===== src/rtl/rvb_bmat_pkg.sv =====
// Shared types and constants for the bmat issue queue: the queued operand
// set and the instruction-bit-14 function select encodings.
package rvb_bmat_pkg;

  localparam logic BMAT_FN_OR  = 1'b0;
  localparam logic BMAT_FN_XOR = 1'b1;

  typedef struct packed {
    logic [63:0] rs1;
    logic [63:0] rs2;
    logic        insn14;
  } rvb_bmat_entry_t;

endpackage


===== src/rtl/rvb_bmat_issue_mem.sv =====
// Operand storage for the bmat issue queue: DEPTH entries, one synchronous
// write port and one asynchronous read port. Contents are intentionally not reset.
module rvb_bmat_issue_mem
  import rvb_bmat_pkg::*;
#(
  parameter int unsigned DEPTH = 2
) (
  input  logic                       clock,
  input  logic                       wr_en,
  input  logic [$clog2(DEPTH)-1:0]   wr_addr,
  input  rvb_bmat_entry_t            wr_data,
  input  logic [$clog2(DEPTH)-1:0]   rd_addr,
  output rvb_bmat_entry_t            rd_data
);

  rvb_bmat_entry_t mem [DEPTH];

  always_ff @(posedge clock) begin
    if (wr_en) begin
      mem[wr_addr] <= wr_data;
    end
  end

  assign rd_data = mem[rd_addr];

endmodule


===== src/rtl/rvb_bmat_issue.sv =====
// Operand FIFO between the decoder and the bmatxor core.
// Optional macro RVB_BMAT_ISSUE_BYPASS_EN adds an empty-queue din-to-dout bypass.
module rvb_bmat_issue
  import rvb_bmat_pkg::*;
#(
  parameter int unsigned DEPTH = 2
) (
  input  logic                         clock,
  input  logic                         resetn,
  input  logic                         flush,
  input  logic                         din_valid,
  output logic                         din_ready,
  input  logic [63:0]                  din_rs1,
  input  logic [63:0]                  din_rs2,
  input  logic                         din_insn14,
  output logic                         dout_valid,
  input  logic                         dout_ready,
  output logic [63:0]                  dout_rs1,
  output logic [63:0]                  dout_rs2,
  output logic                         dout_insn14,
  output logic [$clog2(DEPTH+1)-1:0]   count
);

  localparam int unsigned CW = $clog2(DEPTH + 1);
  localparam int unsigned PW = $clog2(DEPTH);
  localparam logic [CW-1:0] FULL = CW'(DEPTH);
  localparam logic [PW-1:0] LAST = PW'(DEPTH - 1);

  logic [CW-1:0]   cnt_q;
  logic [CW-1:0]   cnt_d;
  logic [PW-1:0]   wr_ptr;
  logic [PW-1:0]   rd_ptr;
  logic            empty;
  logic            bypass;
  logic            push;
  logic            pop;
  logic            wr_en;
  rvb_bmat_entry_t din_e;
  rvb_bmat_entry_t head_e;

  function automatic logic [PW-1:0] ptr_inc(input logic [PW-1:0] p);
    return (p == LAST) ? '0 : p + PW'(1);
  endfunction

  assign din_e = '{rs1: din_rs1, rs2: din_rs2, insn14: din_insn14};
  assign empty = (cnt_q == '0);

  // din_ready depends only on local state so no path exists from dout_ready.
  assign din_ready = resetn && !flush && (cnt_q < FULL);

`ifdef RVB_BMAT_ISSUE_BYPASS_EN
  assign bypass = resetn && empty && din_valid && !flush;
`else
  assign bypass = 1'b0;
`endif

  assign dout_valid = (resetn && !empty) || bypass;
  assign push       = din_valid && din_ready;
  assign pop        = resetn && !empty && dout_ready;
  // A bypassed operand consumed downstream the same cycle never lands in storage.
  assign wr_en      = push && !(bypass && dout_ready);

  always_comb begin
    dout_rs1    = head_e.rs1;
    dout_rs2    = head_e.rs2;
    dout_insn14 = head_e.insn14;
    if (bypass) begin
      dout_rs1    = din_rs1;
      dout_rs2    = din_rs2;
      dout_insn14 = din_insn14;
    end
  end

  always_comb begin
    cnt_d = cnt_q;
    unique case ({wr_en, pop})
      2'b10:   cnt_d = cnt_q + CW'(1);
      2'b01:   cnt_d = cnt_q - CW'(1);
      default: cnt_d = cnt_q;
    endcase
  end

  always_ff @(posedge clock or negedge resetn) begin
    if (!resetn) begin
      cnt_q  <= '0;
      wr_ptr <= '0;
      rd_ptr <= '0;
    end else if (flush) begin
      cnt_q  <= '0;
      wr_ptr <= '0;
      rd_ptr <= '0;
    end else begin
      cnt_q <= cnt_d;
      if (wr_en) begin
        wr_ptr <= ptr_inc(wr_ptr);
      end
      if (pop) begin
        rd_ptr <= ptr_inc(rd_ptr);
      end
    end
  end

  assign count = cnt_q;

  rvb_bmat_issue_mem #(
    .DEPTH(DEPTH)
  ) u_mem (
    .clock   (clock),
    .wr_en   (wr_en),
    .wr_addr (wr_ptr),
    .wr_data (din_e),
    .rd_addr (rd_ptr),
    .rd_data (head_e)
  );

endmodule


===== config.mk =====
export PLATFORM = sky130hd
export DESIGN_NAME = rvb_bmat_issue
export DESIGN_NICKNAME = d
export VERILOG_FILES = /design/src/rtl/rvb_bmat_pkg.sv /design/src/rtl/rvb_bmat_issue_mem.sv /design/src/rtl/rvb_bmat_issue.sv
export SDC_FILE = /design/constraint.sdc
export NUM_CORES = 1
export LEC_CHECK = 0
export CORE_MARGIN = 1
export CORE_UTILIZATION = 43
export DETAILED_ROUTE_END_ITERATION = 6
export MAX_ROUTING_LAYER = met4
export PLACE_DENSITY = 0.81
export SETUP_SLACK_MARGIN = 0.5
export SYNTH_ARGS = -nofsm -noshare
export SYNTH_HDL_FRONTEND = slang
export SYNTH_SLANG_ARGS = --single-unit

===== constraint.sdc =====
create_clock -name clock -period 15.29 [get_ports clock]
set_input_delay 1.529 -clock clock [delete_from_list [all_inputs] [get_ports clock]]
set_output_delay 1.529 -clock clock [all_outputs]
set_load 0.01 [all_outputs]

* Yosys cells after proc, flatten, opt, wreduce, memory -nomap -nowiden
Memories as Yosys holds them, arrays and structs flattened.
Index checks and enable logic that the tools add are counted.
** Storage, ports and cells
- Bits in registers :: 4
- RAM bits :: 258
- Input bits :: 134
- Logic and storage cells :: 32
- Memories :: 1
** Operators by class
- $add $sub $neg :: 4
- Order comparisons :: 1
- Equality and inequality tests :: 2
- Muxes and demuxes :: 10
- Reductions and logical operators :: 11
** Memories
- u_mem.mem :: depth 2, width 129, rd ports 1, clocked after Yosys merged registers in 0, write ports 1, line rvb_bmat_issue_mem.sv:16 : rvb_bmat_entry_t mem [DEPTH];
** Operators with widths (count)
- two-way mux 1 bit :: 8
- logical AND 1 bit :: 5
- case mux 2 bit (2 select lines) :: 1
- nonzero test 2 bit :: 2
- nonzero test 3 bit :: 1
- adder 1 bit (second input constant) :: 2
- adder 2 x 1 -> 2 bit (second input constant) :: 1
- == test 2 x 1 -> 1 bit (second input constant) :: 1
- == test 2 bit (second input constant) :: 1
- logical NOT 1 bit :: 2
- logical NOT 2 bit :: 1
- less-than comparator 2 bit (second input constant) :: 1
- two-way mux 2 bit :: 1
- subtractor 2 x 1 -> 2 bit (second input constant) :: 1

* Longest topological paths before layout
- Depth in word-level cells :: 7
- Mapped depth :: 4

* Hierarchy
A second synthesis with hierarchy kept.
** Unflattened totals
- Cells, all modules :: 433
- Area, all modules :: 9613.0 um2
** By module, submodules not included
- rvb_bmat_issue_mem :: times used 1, cells an instance 403, area each 9364.0 um2, seq. area each 7747.4 um2
- rvb_bmat_issue :: times used 1, cells an instance 30, area each 249.0 um2, seq. area each 100.1 um2

* Least setup slack after synthesis
Ideal clock, no wire load.
- Kind :: input-to-reg
- From :: input din_valid
- To :: memory u_mem.mem[0][0] (netlist bit), enable pin
- Setup time :: 936 ps
- Arrival time :: 14025 ps
- Data required time :: 14354 ps
- Setup slack :: 329 ps
- Cell stages on the path :: 2
- Cell sequence :: nor2b_1 > nor4bb_1
** Between the ends
- Longest elaborated chain between the ends :: 3
** Ends and longest elaborated chain
- start: declaration :: line rvb_bmat_issue.sv:11 : input logic din_valid,
- logical AND 1 bit :: line rvb_bmat_issue.sv:58 : assign push = din_valid && din_ready;
- two-way mux 1 bit :: line rvb_bmat_issue_mem.sv:19 : if (wr_en) begin
- two-way mux 1 bit (not written as such) :: line rvb_bmat_issue_mem.sv:20 : mem[wr_addr] <= wr_data;
- end: declaration :: line rvb_bmat_issue_mem.sv:16
No other way between the ends.

* Worst setup path after layout
- From :: register rd_ptr
- To :: output dout_rs1[19]
** Between the ends
- Longest elaborated chain between the ends :: 1
** Ends and longest elaborated chain
- start: declaration :: line rvb_bmat_issue.sv:32 : logic [PW-1:0] rd_ptr;
- start signal: assignment :: line rvb_bmat_issue.sv:98 : rd_ptr <= ptr_inc(rd_ptr);
- memory read (2 x 129 bit)
- end: declaration :: line rvb_bmat_issue.sv:18 : output logic [63:0] dout_rs1,
No other way between the ends.

==> flow_summary.toml <==
[cells_and_area]
final_cells = 1008
drive_gt1_share_pct = 24.3
fill_cells = 1555
diodes = 0
final_common_cell = "clkdlybuf4s50_1"
final_cell_mix = "clkdlybuf4s50_1 (266), edfxtp_1 (258), mux2_2 (129)"
final_core_util_pct = 61.6
nets = 843
stdcell_area_um2 = 13400
area.growth.synth_to_final_pct = 40.2

[power_and_ir_drop]
p_per_area_nw_per_um2 = 120
irDropWorstVdd_mv = 0.0943
p_leak_nw = 4.42

[routing]
wirelength_um = 18900
drt_iter0_markers = 179
antenna_left = 0
firstDrtPassIters = 4
vias_per_cell = 4.93
wl_per_cell_um = 18.8
drc_errors = 0
vias = 4969

[sta]
worst_slew_pin_slew_ps = 968
grt_setup_unrepaired = "false"
setup_viol = 0
fmax_mhz = 204
period_needed_ps = 4890
hold_violations = 0
setup-tns-final_ps = 0
slew_headroom_pct = 35.5
slew_viol_final = 0
fin_skew_ps = 8.25
holdWs_ps = 637
fin_crit_sh_pct = 32.0

[grt]
antenna_found_initial = 0
grt_usage_pct = 16.0
grt_start_max_net_pins = 71
overflow = 0
grt_pass1_wl_um = 27100
grt_pass1_vias = 5240

[floorplan]
fp.dieArea_um2 = 22900
start_util_pct = 43.9
die_h_um = 151
die_w_um = 151
fp-row-count = 54
io-pin-count = 267
coreArea_um2 = 21800

[yosys]
syn_avg_cell_area_um2 = 22.6
synth_edf_count = 258
seq_area_frac_synth_pct = 81.9
synth_warnings = 0
syn_area_um2 = 9590
synth_nets = 559
syn_inst = 425
synth_seq_cells = 262
ys_types = 22
synthFlopType = "edfxtp_1"
synth-async-reset-ratio_pct = 1.53

[place]
placed_cell_area_um2 = 12500
hpwl_um = 12200
globalplace.congestion = 0.759
place_inst = 960
portBuffers = 266

[worst_setup_path]
cp.arrival_ps = 3360
timing.rr.start = "count[1]"
rrSetupSlack_ps = 12220
end_kind = "output pin"
worstPathRequired_ps = 13760
r2r_end = "u_mem.mem[0][114]"
r2r_cells = 4
path_max_fanout = 67
cp-start-kind = "flop"
worst-setup-path-type = "flop to output pin"

[min_path]
min_from = "count[0]"
hold_end = "count[0]"
hold_class = "flop to flop"
min_path_cells = 1

[clock_tree]
ctsRootBufferMaster = "clkbuf_16"
clkLatencyLatePin_ps = 520
cts_resized = 0
ctsHoldBuffers = 0
cts.clk_slew.worst_paths_ps = 60
clockBufferDepth = 3
cts_sinks = 262
ctsHtreeMaxLevel = 1
cts_tree = "yes"
cts_buffers = 27
cts_setup_buffers = 0

[status]
outcome = "completed"

[flow_run]
maxCapViolations = 0
[power by group]
part	leakage [nW]	switching [mW]	internal [mW]	total [mW]
Combinational	1.57	0.0437	0.0742	0.118
Clock	0.450	0.256	0.422	0.678
Sequential	2.40	0.00669	0.807	0.814
Total	4.42	0.306	1.30	1.61
[how the worst max path moves through the flow]
| stage | from | end | slack [ps] |
|---|---|---|---|
| after floorplan | din_valid | u_mem.mem[0][0] | 5510 |
| after global placement | resetn | din_ready | 10660 |
| after detailed placement | din_valid | u_mem.mem[0][128] | 10600 |
| after CTS | rd_ptr | dout_rs1[16] | 10370 |
| after global routing | rd_ptr | dout_rs1[48] | 10220 |
| final | rd_ptr | dout_rs1[19] | 10400 |
[final cells by class]
cell class / count / area [um^2] / share of cell area (%)
clock buffers: 30 / 687 / 5.11
clock inverters: 18 / 239 / 1.78
well taps: 280 / 350 / 2.61
multi-input cells: 148 / 1620 / 12.0
flip-flops and latches: 262 / 7850 / 58.4
repair buffers: 270 / 2690 / 20.0
[Yosys cell counts (2+ instances only)]
library cell	number	area (um^2)
xor2_1	3	26.3
edfxtp_1	258	7750
mux2_2	129	1450
buf_6	10	113
nor2_1	2	7.51
dfrtp_1	4	100
buf_2	4	20.0
[registers in the layout, summed over array words and instances, names as in the netlist]
| register | count |
|---|---|
| count | 2 |
| rd_ptr | 1 |
| wr_ptr | 1 |
| u_mem.mem | 258 |
[critical path, stage by stage (launching register included)]
cell             delay (ps)
dfrtp_4                 980
buf_4                   820
mux2_2                  410
clkdlybuf4s50_1         520
[cell families (layout without fill, tap and decap cells)]
group	after synthesis	count (layout)	synth area share [%]
AO/OA/AOI/OAI	6	6	0.444
XOR/XNOR	3	3	0.274
buffers and inverters	15	318	1.46
flip-flops	262	262	81.9
multiplexers	130	130	15.3
AND/OR/NAND/NOR	9	9	0.640
[metrics by stage]
step	total power [mW]	setup slack (ps)
2_1_floorplan	0.871	5510
3_3_place_gp	0.943	10660
3_5_place_dp	0.947	10600
4_1_cts	1.63	10370
5_1_grt	1.66	10220
6_report	1.61	10400
[metal layers]
layer	share of wire (%)	vias up	GRT usage, %
li1	-	2265	-
met1	41	2449	19.3
met2	50	217	26.8
met3	7.1	38	3.19
met4	2.6	0	5.65
met5	0	-	-
No activity file was read; power rests on OpenSTA's default activity.
